`src/rtl/halt_monitor.sv`:
```
// rtl/halt_monitor.sv - run-status monitor: cycle count, first-halt snapshot, settle-to-done
// Optional macro HALT_MON_CHECK_EN enables the timeout and post-halt stability checks (ERROR state).
module halt_monitor #(
  parameter int CNT_W   = 32,
  parameter int TIMEOUT = 10000,
  parameter int SETTLE  = 5
) (
  input  logic             clk,
  input  logic             rst,
  input  logic             halt,
  input  logic [15:0]      firstWord,
  output logic [CNT_W-1:0] clkCnt,
  output logic [15:0]      wordAtHalt,
  output logic [CNT_W-1:0] clkAtHalt,
  output logic             done,
  output logic             errValid,
  output logic [1:0]       errCode
);

  typedef enum logic [1:0] {RUN, HALTED, DONE, ERROR} state_t;

  localparam logic [CNT_W-1:0] CNT_ONE  = CNT_W'(1);
  localparam logic [CNT_W-1:0] SETTLE_C = CNT_W'(SETTLE);

  // The settle subtraction relies on the counter never saturating before done can fire.
  if (SETTLE < 1 || (longint'(TIMEOUT) + longint'(SETTLE)) >= ((longint'(1) <<< CNT_W) - 1)) begin : gBadParams
    $error("halt_monitor: illegal CNT_W/TIMEOUT/SETTLE combination");
  end

  state_t           state;
  logic [CNT_W-1:0] nextCnt;
  logic [CNT_W-1:0] sinceHalt;

  assign nextCnt   = (&clkCnt) ? clkCnt : clkCnt + CNT_ONE;
  assign sinceHalt = nextCnt - clkAtHalt;

`ifdef HALT_MON_CHECK_EN
  localparam logic [CNT_W-1:0] TIMEOUT_C   = CNT_W'(TIMEOUT);
  localparam logic [1:0]       ERR_TIMEOUT = 2'd1;
  localparam logic [1:0]       ERR_DROP    = 2'd2;
  localparam logic [1:0]       ERR_WORD    = 2'd3;
`else
  assign errValid = 1'b0;
  assign errCode  = 2'd0;
`endif

  always_ff @(posedge clk or posedge rst) begin
    if (rst) begin
      state      <= RUN;
      clkCnt     <= '0;
      wordAtHalt <= '0;
      clkAtHalt  <= '0;
      done       <= 1'b0;
`ifdef HALT_MON_CHECK_EN
      errValid   <= 1'b0;
      errCode    <= 2'd0;
`endif
    end else begin
      case (state)
        RUN: begin
          clkCnt <= nextCnt;
          // Capture takes priority over a timeout landing on the same edge.
          if (halt) begin
            state      <= HALTED;
            wordAtHalt <= firstWord;
            clkAtHalt  <= nextCnt;
          end
`ifdef HALT_MON_CHECK_EN
          else if (nextCnt > TIMEOUT_C) begin
            state    <= ERROR;
            errValid <= 1'b1;
            errCode  <= ERR_TIMEOUT;
          end
`endif
        end
        HALTED: begin
          clkCnt <= nextCnt;
`ifdef HALT_MON_CHECK_EN
          if (!halt) begin
            state    <= ERROR;
            errValid <= 1'b1;
            errCode  <= ERR_DROP;
          end else if (firstWord != wordAtHalt) begin
            state    <= ERROR;
            errValid <= 1'b1;
            errCode  <= ERR_WORD;
          end else
`endif
          if (sinceHalt == SETTLE_C) begin
            state <= DONE;
            done  <= 1'b1;
          end
        end
        default: begin
          // DONE and ERROR hold everything, including the counter, until reset.
        end
      endcase
    end
  end

endmodule

```
`config.mk`:
```
export PLATFORM = sky130hd
export DESIGN_NAME = halt_monitor
export DESIGN_NICKNAME = d
export VERILOG_FILES = /design/src/rtl/halt_monitor.sv
export SDC_FILE = /design/constraint.sdc
export NUM_CORES = 1
export LEC_CHECK = 0
export ABC_AREA = 1
export CORE_ASPECT_RATIO = 1.2
export CORE_MARGIN = 5
export CORE_UTILIZATION = 56
export CTS_CLUSTER_DIAMETER = 60
export DETAILED_ROUTE_END_ITERATION = 12
export HOLD_SLACK_MARGIN = 0.1
export PLACE_DENSITY = 0.94
export SYNTH_ARGS = -nofsm -noshare
export SYNTH_HDL_FRONTEND = slang
export SYNTH_SLANG_ARGS = --single-unit
```
`constraint.sdc`:
```
create_clock -name clk -period 10.25 [get_ports clk]
set_clock_uncertainty 0.1 [all_clocks]
set_input_delay 1.5375 -clock clk [delete_from_list [all_inputs] [get_ports clk]]
set_output_delay 1.5375 -clock clk [all_outputs]
set_load 0.01 [all_outputs]
```
==> results of run 1 <==
## metrics by stage
| stage | instance area, um2 | setup WS [ps] |
|---|---|---|
| finish | 7920 | 5950 |
| floorplan | 6460 | 6480 |
| detailed placement | 7570 | 6220 |
| global placement | 7570 | 6380 |
| CTS | 7920 | 6050 |
| global route | 7920 | 5680 |
## where the power goes
group	switching [uW]	total [uW]	leakage, uW	internal, uW
clock network	144	390	0.000171	247
registers	0	327	0.000989	327
logic	7.83	14.1	0.00294	6.24
## logic make-up after synthesis
group / Yosys count / synth area share (%)
AOI/OAI and AO/OA: 113 / 9.18
adders and majority gates: 33 / 6.52
xor gates and xnor gates: 25 / 3.63
other: 1 / 0.0581
and+or+nand+nor: 564 / 37.4
DFF: 83 / 32.2
buffers and inverters: 185 / 11.0
## worst max-delay path, delay by kind of cell, from the launching register on
kind / cells / cell delay [ps]
buffers and inverters: 3 / 310
DFF: 1 / 440
xor gates and xnor gates: 1 / 250
adders and majority gates: 2 / 670
and+or+nand+nor: 17 / 1990
AOI/OAI and AO/OA: 2 / 380
## registers in the layout (all words and copies together) (netlist names)
register / flops
wordAtHalt: 16
state: 2
clkAtHalt: 32
clkCnt: 32
done: 1
## per-layer routing
metal  routed length [um]  up-vias  track usage [%]
met2                 9570      358             48.9
met4                  832        0             14.7
li1                     -     3310                -
met5                    0        -                0
met3                 1800       79             5.91
met1                 7040     3125             33.6
## synth_stat cells, types with 3 or more instances
cell type,count,area share [%]
nand2_2,3,0.29
nand3_2,3,0.47
nand3b_1,7,0.81
xor2_1,18,2.4
clkbuf_1,9,0.52
xnor2_1,5,0.68
o21bai_1,4,0.47
nor2_2,4,0.39
o21ai_1,7,0.54
inv_2,6,0.35
buf_1,7,0.41
ha_1,32,6.2
nand2_1,375,22
buf_4,4,0.47
nand4_1,7,0.68
nand3_1,52,4.0
inv_1,157,9.1
dfrtp_1,83,32
a21oi_1,34,2.6
o21ai_0,61,4.7
nor2_1,84,4.9
nor3_1,13,1.0
## final timing paths
path	startpoint	to
max in group asynchronous	rst	clkAtHalt[15]$_DFFE_PP0P_
min	wordAtHalt[4]$_DFFE_PP0P_	wordAtHalt[4]$_DFFE_PP0P_
max	clkCnt[0]$_DFFE_PP0P_	state[0]$_DFFE_PP0P_
max reg2reg	clkCnt[0]$_DFFE_PP0P_	state[0]$_DFFE_PP0P_
min in group asynchronous	rst	clkCnt[30]$_DFFE_PP0P_
min reg2reg	wordAtHalt[4]$_DFFE_PP0P_	wordAtHalt[4]$_DFFE_PP0P_
## area by class of cell
class / count / area, um2
clock inverter: 5 / 108
tap: 157 / 196
inverter: 164 / 617
sequential: 83 / 2080
fill: 905 / 3480
timing repair buffer: 101 / 1010
multi-input combinational: 738 / 3680
clock buffer: 11 / 243
## cell usage in the layout, fill, tap and decap left out, types with 2 or more instances in the layout
cell type	count
nand2_1	375
inv_1	156
clkdlybuf4s50_1	99
nor2_1	83
dfrtp_1	83
o21ai_0	61
nand3_1	52
a21oi_1	34
ha_1	32
xor2_1	18
nor3_1	13
clkbuf_16	9
nand4_1	7
o21ai_1	7
nand3b_1	7
inv_2	6
xnor2_1	5
nor2_2	4
o21bai_1	4
nand2_2	3
nor2_4	3
nand3_2	3
conb_1	3
bufinv_16	3
xor2_2	2
nor4_2	2
nand4_2	2
nor3_2	2
nor4_1	2
a31oi_1	2
inv_6	2
buf_4	2
==> out/summary.log, run 1 <==
[run_status] result of the run finished clean
[sta] Max Clock Freq 233 MHz
[cts] clock root buffer clkbuf_16
[global_route] global-route usage over all layers 28.6%
[critical_path] slack of the worst reg-to-reg path 5950 ps
[die] count of pins on the block boundary 103
[critical_path] category of the most critical setup path reg -> reg
[sta] worst relative slew slack 28.5%
[global_route] antenna violations before repair 0
[layout] proportion of layout cells with a drive suffix above 1 4.63%
[routing] post-route antenna net violation count 0
[layout] fin nets 1149
[synthesis] count of state elements after synthesis 83
[cts] cells resized by post-CTS repair 0
[cts] number of buffers added to fix hold violations after cts 0
[sta] Period Utilization, post-route 41.9%
[synthesis] post-synthesis average cell area 6.42 um2
[critical_path] most used cell, CP nand2_1
[routing] detailed-routing iteration count for the pre-antenna-repair pass 5
[sta] final setup violation count 0
[global_route] vias in the first global route 6840
[critical_path] delay of the slowest cell on the worst path 440 ps
[place] input/output buffers 99
[cts] number of buffers inserted during clock tree synthesis 9
[layout] Antenna Cells 0
[die] Cell Rows 43
[pwr] standby leakage power 0.00410 uW
[die] die footprint 13800 um2
[sta] accumulated negative setup slack 0 ps
[place] count of placed standard cells including taps 1243
[sta] Final Hold Slack 369 ps
[job] reported max-cap violation count 0
[place] final weighted congestion of routability-driven global placement 0.994
[die] area of the core 11400 um2
[synthesis] sequential area share after synthesis 32.2%
[routing] overall routed net length 19200 um
[pwr] total chip power 732 uW
[layout] Non-Filler Instances 1259
[routing] ratio of routed vias to standard cells 5.46
[routing] Iter 0 DRT Violations 614
[worst_hold_path] type of the tightest min-delay check reg -> reg
[die] die extent in y 128 um
[sta] Hold Violations, Final 0
[global_route] pin count of the biggest net entering global routing 84
[cts] clock transition at the registers of the reported paths 60 ps
[critical_path] depth of the worst register-to-register path 25
[worst_hold_path] depth of the worst hold-timing path 2
[cts] clock latency of the later-clocked register in the worst-skew pair 350 ps
[routing] number of DRC violations after detailed routing 0
[pwr] peak ir drop on the vdd network 0.0737 mV
[cts] setup fix buffers added after clock tree synthesis 0
[layout] Syn-to-layout area delta 22.9%
[layout] core utilization of the finished layout 69.5%
[cts] number of levels in the clock H-tree 3
[synthesis] number of enable-type register cells in the synthesized netlist 0
[critical_path] cell with the largest stage delay on the worst path dfrtp_1
[cts] CTS tree built
[die] width of the chip 108 um
[critical_path] element type at the critical path end flip-flop
[synthesis] count of different cell masters after synthesis 44
[routing] count of vias placed by the detailed router 6872
[synthesis] Syn Std Cell Area 6450 um2
[sta] RSZ-0062 raised after global routing false
[synthesis] fraction of synthesis flops using an asynchronous set or reset pin 100%
[sta] Final Max Tran Viols 0
[critical_path] startpoint class of the critical path flip-flop
[pwr] power density over cell area 92.4 nW/um2
[critical_path] crit-path max FO 6
[place] HPWL after DPL 14300 um
[cts] CTS sink count 83
[synthesis] total of warnings raised by yosys 0
[global_route] sum of overflow across all layers after global routing 0
[sta] final critical-path required period 4300 ps
[routing] routed length per instance 15.3 um
[synthesis] Mapped Cells 1004
[cts] number of buffers on the longest clock path 2
[critical_path] data required time of the worst path 10360 ps
[synthesis] main flop type after synthesis dfrtp_1
[critical_path] Worst Path Arrival 4410 ps
[global_route] wire length of the first global-routing pass 31400 um
[die] effective utilization at floorplan 56.5%
[sta] transition time of the tightest slew-check pin 1070 ps
(Power assumes the default switching activity.)
==> run 2: changes to the inputs <==
--- a/config.mk
+++ b/config.mk
@@ -8,11 +8,11 @@
 export ABC_AREA = 1
 export CORE_ASPECT_RATIO = 1.2
 export CORE_MARGIN = 5
-export CORE_UTILIZATION = 56
+export CORE_UTILIZATION = 50
 export CTS_CLUSTER_DIAMETER = 60
 export DETAILED_ROUTE_END_ITERATION = 12
 export HOLD_SLACK_MARGIN = 0.1
-export PLACE_DENSITY = 0.94
+export PLACE_DENSITY = 0.89
 export SYNTH_ARGS = -nofsm -noshare
 export SYNTH_HDL_FRONTEND = slang
 export SYNTH_SLANG_ARGS = --single-unit
==> constraint.sdc (replaced) <==
create_clock -name clk -period 3.6 [get_ports clk]
set_clock_uncertainty 0.1 [all_clocks]
set_input_delay 0.54 -clock clk [delete_from_list [all_inputs] [get_ports clk]]
set_output_delay 0.54 -clock clk [all_outputs]
set_load 0.01 [all_outputs]
==> run 2 against run 1 <==
  * Clock-buffer cell count down 1
  * Non-clock buffer count rose by 123
  * Utilization rose by 3.8 points
  * Via count grew 17%
  * Wire length grew 34%
  * Sequential cell count did not move
  * Fmax is 7.0% higher
  * The run now ends with setup timing left
  * Clock power up 140%
  * Power rose to 2.6 times the previous value
  * Critical path depth grew 1
  * Design area increased by 17%
  * Largest power group unchanged
==> out/summary.log, run 2 (synthesis gave the netlist of run 1 again) <==
[pwr] peak ir drop on the vdd network 0.257 mV
[place] Post-DP Area 8380 um2
[sta] Max Clock Freq 249 MHz
[critical_path] delay of the slowest cell on the worst path 430 ps
[routing] met3 wire length 3000 um
[cts] number of buffers on the longest clock path 2
[die] die extent in y 134 um
[die] effective utilization at floorplan 50.9%
[place] Setup WS pre-CTS -170 ps
[die] die footprint 15300 um2
[layout] fin nets 1272
[layout] Antenna Cells 0
[sta] RSZ-0062 raised after global routing true
[place] input/output buffers 99
[layout] filler instances 789
[critical_path] cell with the largest stage delay on the worst path dfrtp_1
[worst_hold_path] type of the tightest min-delay check reg -> reg
[layout] area taken by flip-flops and latches 2080 um2
[global_route] pin count of the biggest net entering global routing 75
[place] HPWL after DPL 15900 um
[routing] overall routed net length 25700 um
[sta] final setup violation count 3
[routing] Top Metal Used met4
[pwr] standby leakage power 0.00473 uW
[routing] ratio of routed vias to standard cells 5.81
[sta] Period Utilization, post-route 112%
[routing] Iter 0 DRT Violations 980
[run_status] result of the run finished, violations left
[layout] cell area after layout 9290 um2
[layout] Largest regs clkAtHalt x32, clkCnt x32, wordAtHalt x16
[layout] proportion of layout cells with a drive suffix above 1 21.6%
[sta] final critical-path required period 4010 ps
[routing] wire length on met2 12000 um
[global_route] sum of overflow across all layers after global routing 0
[global_route] antenna violations before repair 0
[critical_path] most used cell, CP nand2_1
[sta] final worst setup slack -415 ps
[cts] number of buffers inserted during clock tree synthesis 9
[critical_path] startpoint class of the critical path flip-flop
[run_status] violations in the final reports setup timing
[die] Cell Rows 45
[global_route] vias in the first global route 7488
[sta] Final Max Tran Viols 0
[global_route] global-route usage over all layers 29.6%
[sta] transition time of the tightest slew-check pin 757 ps
[cts] clock root buffer clkbuf_16
[critical_path] data required time of the worst path 3790 ps
[sta] Hold Violations, Final 0
[routing] met1 wire length 8650 um
[die] width of the chip 114 um
[pwr] power density over cell area 208 nW/um2
[critical_path] element type at the critical path end flip-flop
[routing] count of vias placed by the detailed router 8072
[layout] Syn-to-layout area delta 44.0%
[die] area of the core 12700 um2
[routing] number of DRC violations after detailed routing 0
[layout] top library cells by usage in the layout, fill and taps aside 349 x nand2_1, 153 x inv_1, 122 x buf_4, 99 x clkdlybuf4s50_1, 81 x dfrtp_1
[job] reported max-cap violation count 0
[layout] most frequent standard cell in the layout excluding fill and tap cells nand2_1
[cts] clock latency of the later-clocked register in the worst-skew pair 360 ps
[cts] number of levels in the clock H-tree 3
[cts] CTS sink count 83
[routing] routed length per instance 18.5 um
[sta] accumulated negative setup slack -1230 ps
[cts] CTS tree built
[place] final weighted congestion of routability-driven global placement 0.947
[sta] worst relative slew slack 49.5%
[critical_path] crit-path max FO 6
[routing] post-route antenna net violation count 0
[die] count of pins on the block boundary 103
[critical_path] category of the most critical setup path reg -> reg
[cts] clock transition at the registers of the reported paths 70 ps
[cts] number of buffers added to fix hold violations after cts 0
[routing] detailed-routing iteration count for the pre-antenna-repair pass 7
[layout] area occupied by multi-input gates 4130 um2
[critical_path] Worst Path Arrival 4210 ps
[global_route] wire length of the first global-routing pass 36000 um
run 2: cell count changes in the layout (fill, tap and decap cells not counted), sizes merged:
cell	previous run	this run
buf	2	125
bufinv	3	0
clkbuf	11	10
clkinv	2	3
inv	164	167
run 2: path summary, 6_finish.rpt:
| check | start | end | slack, ps | depth (start not counted) |
|---|---|---|---|---|
| max | clkCnt[10]$_DFFE_PP0P_ | state[1]$_DFFE_PP0P_ | -410 | 26 |
| max in group asynchronous | rst | clkCnt[11]$_DFFE_PP0P_ | 2180 | 3 |
| min | wordAtHalt[11]$_DFFE_PP0P_ | wordAtHalt[11]$_DFFE_PP0P_ | 370 | 2 |
| min reg2reg | wordAtHalt[11]$_DFFE_PP0P_ | wordAtHalt[11]$_DFFE_PP0P_ | 370 | 2 |
| max reg2reg | clkCnt[10]$_DFFE_PP0P_ | state[1]$_DFFE_PP0P_ | -410 | 26 |
| min in group asynchronous | rst | clkCnt[27]$_DFFE_PP0P_ | 500 | 2 |
run 2: timing repair:
action,in CTS,in global routing
setup endpoints to repair,3,3
pin swaps,13,38
gates resized for setup,42,64
buffers inserted,7,11
run 2: final cells by class:
class | count | share of cell area [%]
tap | 164 | 2.21
timing repair buffer | 224 | 21.1
inverter | 164 | 6.67
clock buffer | 10 | 2.57
sequential | 83 | 22.4
multi-input combinational | 738 | 44.5
clock inverter | 6 | 0.593
run 2: per-stage QoR:
step / instances / total power [uW] / hold WS (ps) / utilization, %
CTS: 1378 / 1920 / 375 / 70.6
finish: 1389 / 1930 / 370 / 73.3
global placement: 1355 / 993 / 353 / 66.2
detailed placement: 1355 / 994 / 358 / 66.2
global route: 1389 / 1960 / 387 / 73.3
floorplan: 1006 / 968 / 365 / -
run 2: per-layer routing:
metal / GRT usage [%] / vias up
met4: 14.6 / 0
met2: 50.3 / 679
met5: 0 / -
met3: 7.04 / 231
met1: 34.6 / 3626
li1: - / 3536
run 2: worst max-delay path: cells and delay by family, from the launching register on:
kind	cells	cell delay, ps
AO/OA/AOI/OAI	1	170
adder cells (fa/ha/maj)	1	320
buffers and inverters	4	510
flip-flops	1	430
AND/OR/NAND/NOR	20	2380
run 2: power breakdown:
group          internal (uW)  switching (uW)  total (uW)
logic                   19.4            24.1        43.4
clock network            504             451         955
registers                932               0         932
==> run 3: changes to the inputs <==
--- a/config.mk
+++ b/config.mk
@@ -7,11 +7,10 @@
 export LEC_CHECK = 0
 export ABC_AREA = 1
 export CORE_ASPECT_RATIO = 1.2
-export CORE_MARGIN = 5
+export CORE_MARGIN = 1
 export CORE_UTILIZATION = 50
 export CTS_CLUSTER_DIAMETER = 60
 export DETAILED_ROUTE_END_ITERATION = 12
-export HOLD_SLACK_MARGIN = 0.1
 export PLACE_DENSITY = 0.89
 export SYNTH_ARGS = -nofsm -noshare
 export SYNTH_HDL_FRONTEND = slang
==> run 3 against run 2 <==
  * Clock-buffer cell count unchanged
  * Non-clock buffer count down 1
  * Critical endpoint is now state[0]$_DFFE_PP0P_
  * Highest routed layer unchanged
  * Hold slack better by 1.1 ps
  * Fmax down 5.6%
  * Largest power group unchanged
  * The flow still finishes with violations (setup timing)
  * Utilization down 1.1 points
  * Clock power up 2.9%
==> out/summary.log, run 3 (synthesis gave the netlist of run 1 again) <==
[critical_path] delay of the slowest cell on the worst path 420 ps
[layout] proportion of layout cells with a drive suffix above 1 19.0%
[cts] number of buffers added to fix hold violations after cts 0
[sta] Period Utilization, post-route 118%
[pwr] part of the total power dissipated in combinational logic 2.2%
[layout] Antenna Cells 0
[cts] number of buffers inserted during clock tree synthesis 9
[pwr] NetSw 461 uW
[die] effective utilization at floorplan 51.1%
[global_route] wire length of the first global-routing pass 36900 um
[critical_path] startpoint class of the critical path flip-flop
[job] reported max-cap violation count 0
[sta] Max Clock Freq 235 MHz
[place] HPWL after DPL 16300 um
[pwr] switching fraction of total power 23.5%
[pwr] Int Power 1500 uW
[sta] worst relative slew slack 47.5%
[layout] cell area after layout 9110 um2
[global_route] sum of overflow across all layers after global routing 0
[critical_path] CP bufs+invs 3
[die] die extent in y 126 um
[layout] Largest regs clkAtHalt x32, clkCnt x32, wordAtHalt x16
[critical_path] most used cell, CP nand2_1
[global_route] antenna violations before repair 0
[global_route] pin count of the biggest net entering global routing 59
[pwr] Seq pwr share 47.6%
[routing] ratio of routed vias to standard cells 5.73
[pwr] standby leakage power 0.00473 uW
[layout] most frequent standard cell in the layout excluding fill and tap cells nand2_1
[critical_path] CP top delay family simple AND/OR/NAND/NOR gates
[sta] final setup violation count 3
[cts] number of levels in the clock H-tree 3
[global_route] vias in the first global route 7348
[pwr] peak ir drop on the vdd network 0.264 mV
[layout] Non-Filler Instances 1388
[critical_path] cell chain of the critical path nand2_1 > buf_4 > nor3_1 > nand2_1 > clkinv_1 > nand4_1 > nor2_2 > nand2_1 > a22oi_2 > ha_1 > inv_1 > o21bai_1 > nor2_1 > nand2_1 > a21oi_1 > nand2_1 > nand2_1 > nand2_1 > nor2_1 > nand3_1 > nor2_1 > nand2_1 > nand2_1 > nand2_1
[die] Cell Rows 45
[cts] CTS tree built
[cts] number of buffers on the longest clock path 2
[layout] fin nets 1271
[sta] RSZ-0062 raised after global routing true
[layout] top library cells by usage in the layout, fill and taps aside 358 x nand2_1, 154 x inv_1, 120 x buf_4, 99 x clkdlybuf4s50_1, 81 x dfrtp_1
[place] Post-DP Area 8380 um2
[die] count of pins on the block boundary 103
[cts] clock latency of the later-clocked register in the worst-skew pair 360 ps
[critical_path] crit-path max FO 4
[cts] clock root buffer clkbuf_16
[sta] Hold Violations, Final 0
[routing] number of DRC violations after detailed routing 0
[die] area of the core 12600 um2
[critical_path] element type at the critical path end flip-flop
[cts] CTS sink count 83
[pwr] clock network fraction of design power 50.2%
[run_status] result of the run finished, violations left
[sta] final critical-path required period 4250 ps
[sta] Final Max Tran Viols 0
[critical_path] data required time of the worst path 3710 ps
[routing] overall routed net length 25300 um
[critical_path] category of the most critical setup path reg -> reg
[run_status] violations in the final reports setup timing
[cts] clock transition at the registers of the reported paths 70 ps
[sta] transition time of the tightest slew-check pin 787 ps
[sta] final worst setup slack -652 ps
[routing] routed length per instance 18.2 um
[global_route] global-route usage over all layers 35.3%
[routing] count of vias placed by the detailed router 7951
[place] input/output buffers 99
[routing] post-route antenna net violation count 0
[critical_path] cell with the largest stage delay on the worst path dfrtp_2
[worst_hold_path] type of the tightest min-delay check reg -> reg
[place] count of placed standard cells including taps 1354
[layout] Syn-to-layout area delta 41.2%
[place] final weighted congestion of routability-driven global placement 1.03
[critical_path] Worst Path Arrival 4360 ps
[die] die footprint 13400 um2
[routing] detailed-routing iteration count for the pre-antenna-repair pass 9
[die] width of the chip 106 um
[routing] Iter 0 DRT Violations 1098
[pwr] power density over cell area 215 nW/um2
run 3: path summary, 6_finish.rpt:
kind / endpoint / start / cells after the start / slack [ps]
worst min register to register: wordAtHalt[13]$_DFFE_PP0P_ / wordAtHalt[13]$_DFFE_PP0P_ / 2 / 370
max in group asynchronous: clkCnt[11]$_DFFE_PP0P_ / rst / 3 / 2210
worst max register to register: state[0]$_DFFE_PP0P_ / clkCnt[10]$_DFFE_PP0P_ / 24 / -650
worst min-delay path: wordAtHalt[13]$_DFFE_PP0P_ / wordAtHalt[13]$_DFFE_PP0P_ / 2 / 370
min in group asynchronous: clkCnt[25]$_DFFE_PP0P_ / rst / 2 / 480
worst max-delay path: state[0]$_DFFE_PP0P_ / clkCnt[10]$_DFFE_PP0P_ / 24 / -650
run 3: metrics by stage:
| stage | setup TNS, ps | utilization [%] | power, uW | setup slack [ps] | hold WS, ps |
|---|---|---|---|---|---|
| 3_5_place_dp | -589 | 66.4 | 994 | -281 | 358 |
| 5_1_grt | -2160 | 72.2 | 1980 | -804 | 399 |
| 3_3_place_gp | -236 | 66.4 | 993 | -152 | 353 |
| 2_1_floorplan | 0 | - | 968 | 183 | 365 |
| 4_1_cts | -13.2 | 70.8 | 1940 | -13.2 | 374 |
| 6_report | -1720 | 72.2 | 1960 | -652 | 371 |
run 3: layout make-up:
type,count,area (um2)
Inverter,164,617
Timing Repair Buffer,223,1950
Sequential cell,83,2080
Clock buffer,10,229
Multi-Input combinational cell,738,3960
Clock inverter,6,71.3
Fill cell,895,3510
Tap cell,164,205
run 3: power by group through the flow:
| stage | Sequential [uW] | Combinational, uW | Clock [uW] |
|---|---|---|---|
| floorplan | 950 | 17.6 | 0 |
| global placement | 950 | 42.7 | 0 |
| detailed placement | 950 | 43.9 | 0 |
| CTS | 932 | 43.8 | 962 |
| global route | 932 | 47.7 | 1000 |
| finish | 932 | 43.1 | 983 |
run 3: worst min-delay path: cells and delay by family (launching register included):
| family | cells | cell delay [ps] |
|---|---|---|
| flip-flops | 1 | 340 |
| AND/OR/NAND/NOR | 2 | 100 |
run 3: timing repair:
| action | 4_1_cts | 5_1_grt |
|---|---|---|
| pin swaps | 15 | 17 |
| endpoints found under the setup margin | 3 | 3 |
| buffers inserted | 9 | 9 |
| endpoints found under the hold margin | 0 | 0 |
| resized for setup | 44 | 30 |
run 3: metal layers:
metal	wire (um)	share of wire, %	track usage [%]	vias to the layer above
met5	0	0	0	-
met4	1930	7.6	16.3	0
met3	2640	10	4.52	199
met2	11700	46	60.2	594
met1	9070	36	44.3	3605
li1	-	-	-	3553
